File: config.mk
export PLATFORM = sky130hd
export DESIGN_NAME = intf_change_reader_flat
export DESIGN_NICKNAME = d
export VERILOG_FILES = /design/src/rtl/intf_change_reader_if.sv /design/src/rtl/intf_change_reader.sv /design/src/flat_wrapper.sv
export SDC_FILE = /design/constraint.sdc
export NUM_CORES = 1
export LEC_CHECK = 0
export ABC_AREA = 0
export BUFFER_PORTS_ARGS = -buffer_cell sky130_fd_sc_hd__buf_2
export CAP_MARGIN = 10
export CORE_MARGIN = 5
export CORE_UTILIZATION = 56
export DETAILED_ROUTE_END_ITERATION = 12
export PLACE_DENSITY = 0.78
export SLEW_MARGIN = 15
export SYNTH_ARGS = -nofsm -noshare
export SYNTH_HDL_FRONTEND = slang
export SYNTH_SLANG_ARGS = --single-unit
File: constraint.sdc
create_clock -name clk -period 2 [get_ports clk]
set_input_delay 0.5 -clock clk [delete_from_list [all_inputs] [get_ports clk]]
set_output_delay 0.5 -clock clk [all_outputs]
set_load 0.02 [all_outputs]
File: src/rtl/intf_change_reader_if.sv
// Shared data interface between the modules that write p.data and the change reader.
interface intf #(
  parameter int unsigned WIDTH = 3
) ();
  logic [WIDTH-1:0] data;

  modport master (output data);
  modport slave  (input  data);
endinterface

File: src/rtl/intf_change_reader.sv
// Watches the data interface for value changes and queues each new value in a small FIFO
// that is drained over a valid/ready stream; also counts changes and flags dropped ones.
module intf_change_reader #(
  parameter int unsigned WIDTH     = 3,
  parameter int unsigned DEPTH     = 4,
  parameter bit          BIT0_ONLY = 1'b0
) (
  input  logic             clk,
  input  logic             rst_n,
  intf.slave               p,
  input  logic             enable,
  output logic             out_valid,
  input  logic             out_ready,
  output logic [WIDTH-1:0] out_data,
  output logic [7:0]       change_count,
  output logic             overflow
);

  localparam int unsigned AW = $clog2(DEPTH);
  localparam logic [AW:0] PTR_ONE = 1;

  localparam logic [0:0] IDLE = 1'b0;
  localparam logic [0:0] RUN  = 1'b1;

  logic [0:0]       state_q, state_d;
  logic [WIDTH-1:0] prev_q, prev_d;
  logic [AW:0]      wr_ptr_q, wr_ptr_d;
  logic [AW:0]      rd_ptr_q, rd_ptr_d;
  logic [7:0]       count_q, count_d;
  logic             ovf_q, ovf_d;
  logic [WIDTH-1:0] mem_q [DEPTH];

  logic [WIDTH-1:0] v;
  logic             empty, full, change, pop, push;

  always_comb begin
    v = '0;
    if (BIT0_ONLY) v[0] = p.data[0];
    else           v    = p.data;
  end

  // Pointers carry one extra wrap bit so full and empty stay distinguishable.
  assign empty  = (wr_ptr_q == rd_ptr_q);
  assign full   = (wr_ptr_q[AW] != rd_ptr_q[AW]) &&
                  (wr_ptr_q[AW-1:0] == rd_ptr_q[AW-1:0]);
  assign change = (state_q == RUN) && enable && (v != prev_q);
  assign pop    = out_valid && out_ready;
  assign push   = change && (!full || pop);

  always_comb begin
    state_d  = state_q;
    prev_d   = prev_q;
    wr_ptr_d = wr_ptr_q;
    rd_ptr_d = rd_ptr_q;
    count_d  = count_q;
    ovf_d    = ovf_q;
    case (state_q)
      IDLE: if (enable) begin
        prev_d  = v;
        state_d = RUN;
      end
      default: if (!enable) begin
        state_d = IDLE;
      end else begin
        prev_d = v;
      end
    endcase
    if (change && count_q != 8'hFF) count_d = count_q + 8'd1;
    if (change && !push)            ovf_d   = 1'b1;
    if (push)                       wr_ptr_d = wr_ptr_q + PTR_ONE;
    if (pop)                        rd_ptr_d = rd_ptr_q + PTR_ONE;
  end

  always_ff @(posedge clk) begin
    if (!rst_n) begin
      state_q  <= IDLE;
      prev_q   <= '0;
      wr_ptr_q <= '0;
      rd_ptr_q <= '0;
      count_q  <= '0;
      ovf_q    <= 1'b0;
    end else begin
      state_q  <= state_d;
      prev_q   <= prev_d;
      wr_ptr_q <= wr_ptr_d;
      rd_ptr_q <= rd_ptr_d;
      count_q  <= count_d;
      ovf_q    <= ovf_d;
    end
  end

  always_ff @(posedge clk) begin
    if (rst_n && push) mem_q[wr_ptr_q[AW-1:0]] <= v;
  end

  assign out_valid    = !empty;
  assign out_data     = empty ? '0 : mem_q[rd_ptr_q[AW-1:0]];
  assign change_count = count_q;
  assign overflow     = ovf_q;

endmodule

File: src/flat_wrapper.sv
// flat-port wrapper written by rule: the top's interface ports become plain ports
module intf_change_reader_flat 
#(
  parameter int unsigned WIDTH     = 3,
  parameter int unsigned DEPTH     = 4,
  parameter bit          BIT0_ONLY = 1'b0
)
  (clk, rst_n, enable, out_valid, out_ready, out_data, change_count, overflow, p_data);
  intf #(.WIDTH(WIDTH)) p_i ();
  input  logic clk;
  input  logic rst_n;
  input  logic enable;
  output logic out_valid;
  input  logic out_ready;
  output logic [WIDTH-1:0] out_data;
  output logic [7:0] change_count;
  output logic overflow;
  input wire logic [$bits(p_i.data)-1:0] p_data;
  assign p_i.data = p_data;
  intf_change_reader #(.WIDTH(WIDTH), .DEPTH(DEPTH), .BIT0_ONLY(BIT0_ONLY)) u_core (.clk(clk), .rst_n(rst_n), .p(p_i), .enable(enable), .out_valid(out_valid), .out_ready(out_ready), .out_data(out_data), .change_count(change_count), .overflow(overflow));
endmodule
### Word level (Yosys, flattened, before mapping)

Memory sizes are Yosys's and may differ from the RTL's. A register that Yosys moved wholly into a read port is not among the register bits.
Cells that the tools add are included.

* add/sub/neg operators: 3
* multiply operators: 0
* divide/modulo/power cells: 0
* magnitude comparators: 0
* equal/unequal tests: 5
* shift-type cells: 0
* muxes and demuxes: 6
* bitwise operators: 0
* reduce and logical (&&, ||, !) cells: 12

Operator list (number)
* adder 8 x 1 -> 8 bit, second input constant: 1
* logical AND 1 bit: 8
* != test 8 bit, second input constant: 1
* adder 3 x 1 -> 3 bit, second input constant: 2
* two-way mux 2 bit: 2
* equality test 3 bit: 1
* zero test 1 bit: 3
* two-way mux 1 bit: 3
* two-way mux 3 bit: 1
* != test 3 bit: 1
* equality test 2 bit: 1
* logical OR 1 bit: 1
* != test 1 bit: 1

* bits in registers: 19
* latch bits: 0
* bits in writable memories: 12
* bits in read-only memories: 0
* word-level logic and storage cells: 33
* memories: 1

Memories
* u_core.mem_q: depth 4, width 3, read ports 1, clocked after Yosys merged registers in 1, write ports 1, RTL line intf_change_reader.sv:31 `logic [WIDTH-1:0] mem_q [DEPTH];`

### Depth between registers and ports, before layout

* depth after elaboration: 8
* depth in mapped cells: 6
* mapped depth without buffers: 5

### Least setup slack after synthesis

Ideal clock, no wire load.

* path kind: input port to flip-flop
* from: input port p_data[0]
* to: memory u_core.mem_q[0][0] (enable)
* library setup time: 0.253 ns
* arrival time: 1.430 ns
* setup slack: 0.317 ns
* stages: 5
* path buffers: 1
* cells stage by stage: xor2_1 -> o311ai_2 -> buf_6 -> nor2_1 -> and3_1

* word-level cells in the longest chain between the ends: 6

Ends and longest elaborated chain
* start, declared: RTL line flat_wrapper.sv:18 `input wire logic [$bits(p_i.data)-1:0] p_data;`
* != test 3 bit: RTL line intf_change_reader.sv:46 `assign change = (state_q == RUN) && enable && (v != prev_q);`
* logical AND 1 bit: RTL line intf_change_reader.sv:46
* logical AND 1 bit: RTL line intf_change_reader.sv:48 `assign push = change && (!full || pop);`
* logical AND 1 bit: RTL line intf_change_reader.sv:93 `if (rst_n && push) mem_q[wr_ptr_q[AW-1:0]] <= v;`
* two-way mux 1 bit: RTL line intf_change_reader.sv:93
* two-way mux 1 bit (implied by the code): RTL line intf_change_reader.sv:93
* end, declared: RTL line intf_change_reader.sv:31

Every way passes these cells.

==> results.txt <==
----------------------------------------------------
[Run status]
  Outcome ... finished, final reports clean

[Global routing]
  Global-route wire length before repair ... 5216 um
  Global-route usage over all layers ... 0.1669
  Maximum number of pins on one net before global-route repair ... 21
  Initial antenna violation count ... 0
  Gr ovfl total ... 0
  Via count of the first global-routing pass ... 1150

[Synth]
  Library cells used by synthesis ... 36
  Area contributors post-synth ... sky130_fd_sc_hd__dfxtp_1, sky130_fd_sc_hd__edfxtp_1, sky130_fd_sc_hd__ha_1
  Top-area cell type share of the netlist area ... 0.2741
  Count of flip-flops with a built-in enable after synthesis ... 12
  Yosys reg bits ... 33
  Synth Cell Area ... 0.001534 mm^2
  Top-count cell post-synth ... sky130_fd_sc_hd__dfxtp_1
  Yosys warning total ... 0
  Total nets after synthesis ... 145
  Number of standard cells after synthesis ... 132
  Synth cell count leaders ... sky130_fd_sc_hd__dfxtp_1, sky130_fd_sc_hd__edfxtp_1, sky130_fd_sc_hd__inv_1, sky130_fd_sc_hd__nor2b_1
  Area leader, netlist ... sky130_fd_sc_hd__dfxtp_1
  Post-synthesis average cell area ... 11.62 um^2
  Post-synth ARST share ... 0
  Sequential-to-total area share from yosys stat ... 0.5090
  Most instantiated flip-flop cell in the synthesis netlist ... sky130_fd_sc_hd__dfxtp_1

[Floorplan]
  Vertical die dimension ... 62.34 um
  Horizontal die dimension ... 62.34 um
  Effective utilization at floorplan ... 0.5710
  Placeable core region ... 0.002686 mm^2
  Full die area ... 0.003886 mm^2
  Std-Cell Rows ... 19
  Number of ports placed on the die boundary ... 20

[STA]
  Slack of the critical path ... 26.28 ps
  Final hold viol count ... 0
  Final setup vio count ... 0
  Slew at the pin with the worst max-slew slack ... 559.0 ps
  Minimum clock period ... 1974 ps
  Slew margin rel. ... 0.6226
  Setup Skew ... 8.562 ps
  Period utilization ... 0.9869
  Achievable frequency ... 506.7 MHz
  Unrepaired setup endpoints after global routing ... true
  Fin. max-slew vios ... 0

[Placement]
  Gpl congestion ... 0.7757
  Count of buffers inserted at the top-level ports ... 19
  Inst Count DP ... 182
  HPWL after detailed placement ... 2177 um
  Pre-CTS setup slack ... 53.71 ps

[Detailed routing]
  Routed Wire Length ... 3054 um
  Number of remaining DRC errors ... 0
  Post-route ant nets ... 0
  Routed vias/inst ... 5.715
  Routed length per instance ... 15.82 um
  Total iterations of the first detailed-routing run ... 4
  Detailed-route via count ... 1103
  Starting DRT DRC Count ... 21

[Final layout]
  Net count reported at finish ... 174
  Layout Area Growth over Synthesis ... 22.02%
  Fraction of final layout cells sized beyond drive strength 1 ... 0.3210
  Final std cells w/o fill ... 193
  Antenna diode count ... 0

[Clock tree]
  Cell at the root of the clock tree ... sky130_fd_sc_hd__clkbuf_4
  Maximum clock insertion buffer count ... 2
  Clk Latency, worst-skew pair ... 340 ps
  Clk pin slew, worst setup/hold paths ... 100 ps
  Hold buffers post-CTS ... 0
  Number of clock sinks seen by CTS ... 33
  Clock tree from TritonCTS ... built
  Number of buffers created by CTS ... 5
  CTS H-tree lvls ... 2

[Worst setup path]
  Arrival @ worst endpoint ... 1470 ps
  Critical Path End Type ... output pin
  Worst Path Class, Setup ... reg -> out
  Critical path startpoint category ... register
  Worst path required time ... 1500 ps
  Largest fanout on the critical path ... 3

[Run]
  Max-cap violations ... 0

[Power and ir drop]
  VDD IR max ... 0.0005770 V
  Power density over the cells ... 733.2 mW/mm^2
  Static power due to leakage ... 0.7332 nW

[Worst hold path]
  Worst min-delay path category ... in -> reg

----------------------------------------------------
[report_power, final]
part,internal [mW],switching [mW]
sequential,0.707,0.0158
combinational,0.0821,0.0801
clock,0.260,0.227
total,1.05,0.323
[layout make-up]
class / count / area [um^2]
Sequential cell: 33 / 797.0
Tap cell: 31 / 38.79
Multi-Input combinational cell: 88 / 762.0
Fill cell: 203 / 814.5
Inverter: 7 / 26.28
Clock buffer: 6 / 41.29
Timing Repair Buffer: 26 / 172.7
Clock inverter: 2 / 33.78
[layout by cell type, fill, tap and decap left out, drive strengths merged, types with 2 or more instances in the layout]
cell,instances
xnor2,3
o41ai,2
and2,4
dfxtp,21
mux4,3
nor2,3
o21ai,4
buf,26
xor2,6
a21boi,7
o31ai,5
ha,6
edfxtp,12
nand2,5
or4,5
nor2b,7
o311ai,2
or3,4
and3,4
nand3,3
clkbuf,6
inv,7
mux2i,6
[metrics by stage]
| step | power, mW | instance area, um^2 | TNS (ps) | hold slack (ps) | utilization |
|---|---|---|---|---|---|
| after CTS | 1.352 | 1790 | -28.83 | 420.5 | 0.6665 |
| after global placement | 0.8583 | 1672 | 0 | 446.3 | 0.6223 |
| final | 1.372 | 1872 | 0 | 427.5 | 0.6968 |
| after floorplan | 0.8187 | 1534 | 0 | 486.8 | - |
| after detailed placement | 0.8668 | 1672 | 0 | 463.2 | 0.6223 |
| after global routing | 1.427 | 1872 | -136.9 | 425.6 | 0.6968 |
[worst max-delay path, cell delays in order, from the launching register on]
cell                      delay, ps
sky130_fd_sc_hd__dfxtp_4        380
sky130_fd_sc_hd__mux4_2         500
sky130_fd_sc_hd__nor2b_4        140
sky130_fd_sc_hd__buf_6          120
[final timing paths]
path	start	cells after the start	to	slack [ps]
max	register	3	out_data[2]	30
min	p_data[2]	1	u_core.mem_q[1][2]	430
max reg2reg	u_core.rd_ptr_q[1]	5	u_core.mem_q[1][1]	130
min reg2reg	u_core.overflow	1	u_core.overflow	480
[per-layer routing]
metal  up-vias  part of all wire  global-route usage
met2        28              0.51              0.2733
met3         6             0.052             0.04685
li1        540                 -                   -
met1       529              0.42              0.1988
met5         -                 0                   0
met4         0             0.018             0.08488
[logic make-up after synthesis]
logic type | Yosys count | share of synthesized area
buf+inv | 11 | 0.03426
simple gates | 41 | 0.1607
mux | 9 | 0.08320
flops | 33 | 0.5090
compound gates | 23 | 0.1126
fa+ha+maj | 6 | 0.04894
xor+xnor | 9 | 0.05139
[what timing repair did]
action | CTS | global route
gates cloned | 0 | 0
pin swaps | 2 | 1
buffers inserted | 2 | 1
gates resized for setup | 7 | 20
setup endpoints to repair | 4 | 8
[sequential cells by signal, indices dropped and copies added, names as in the netlist, named ones only]
name	cells
u_core.prev_q	3
u_core.change_count	8
u_core.mem_q	12
u_core.state_q	1
u_core.rd_ptr_q	3
u_core.overflow	1
u_core.wr_ptr_q	3
(Power assumes the default switching activity.)
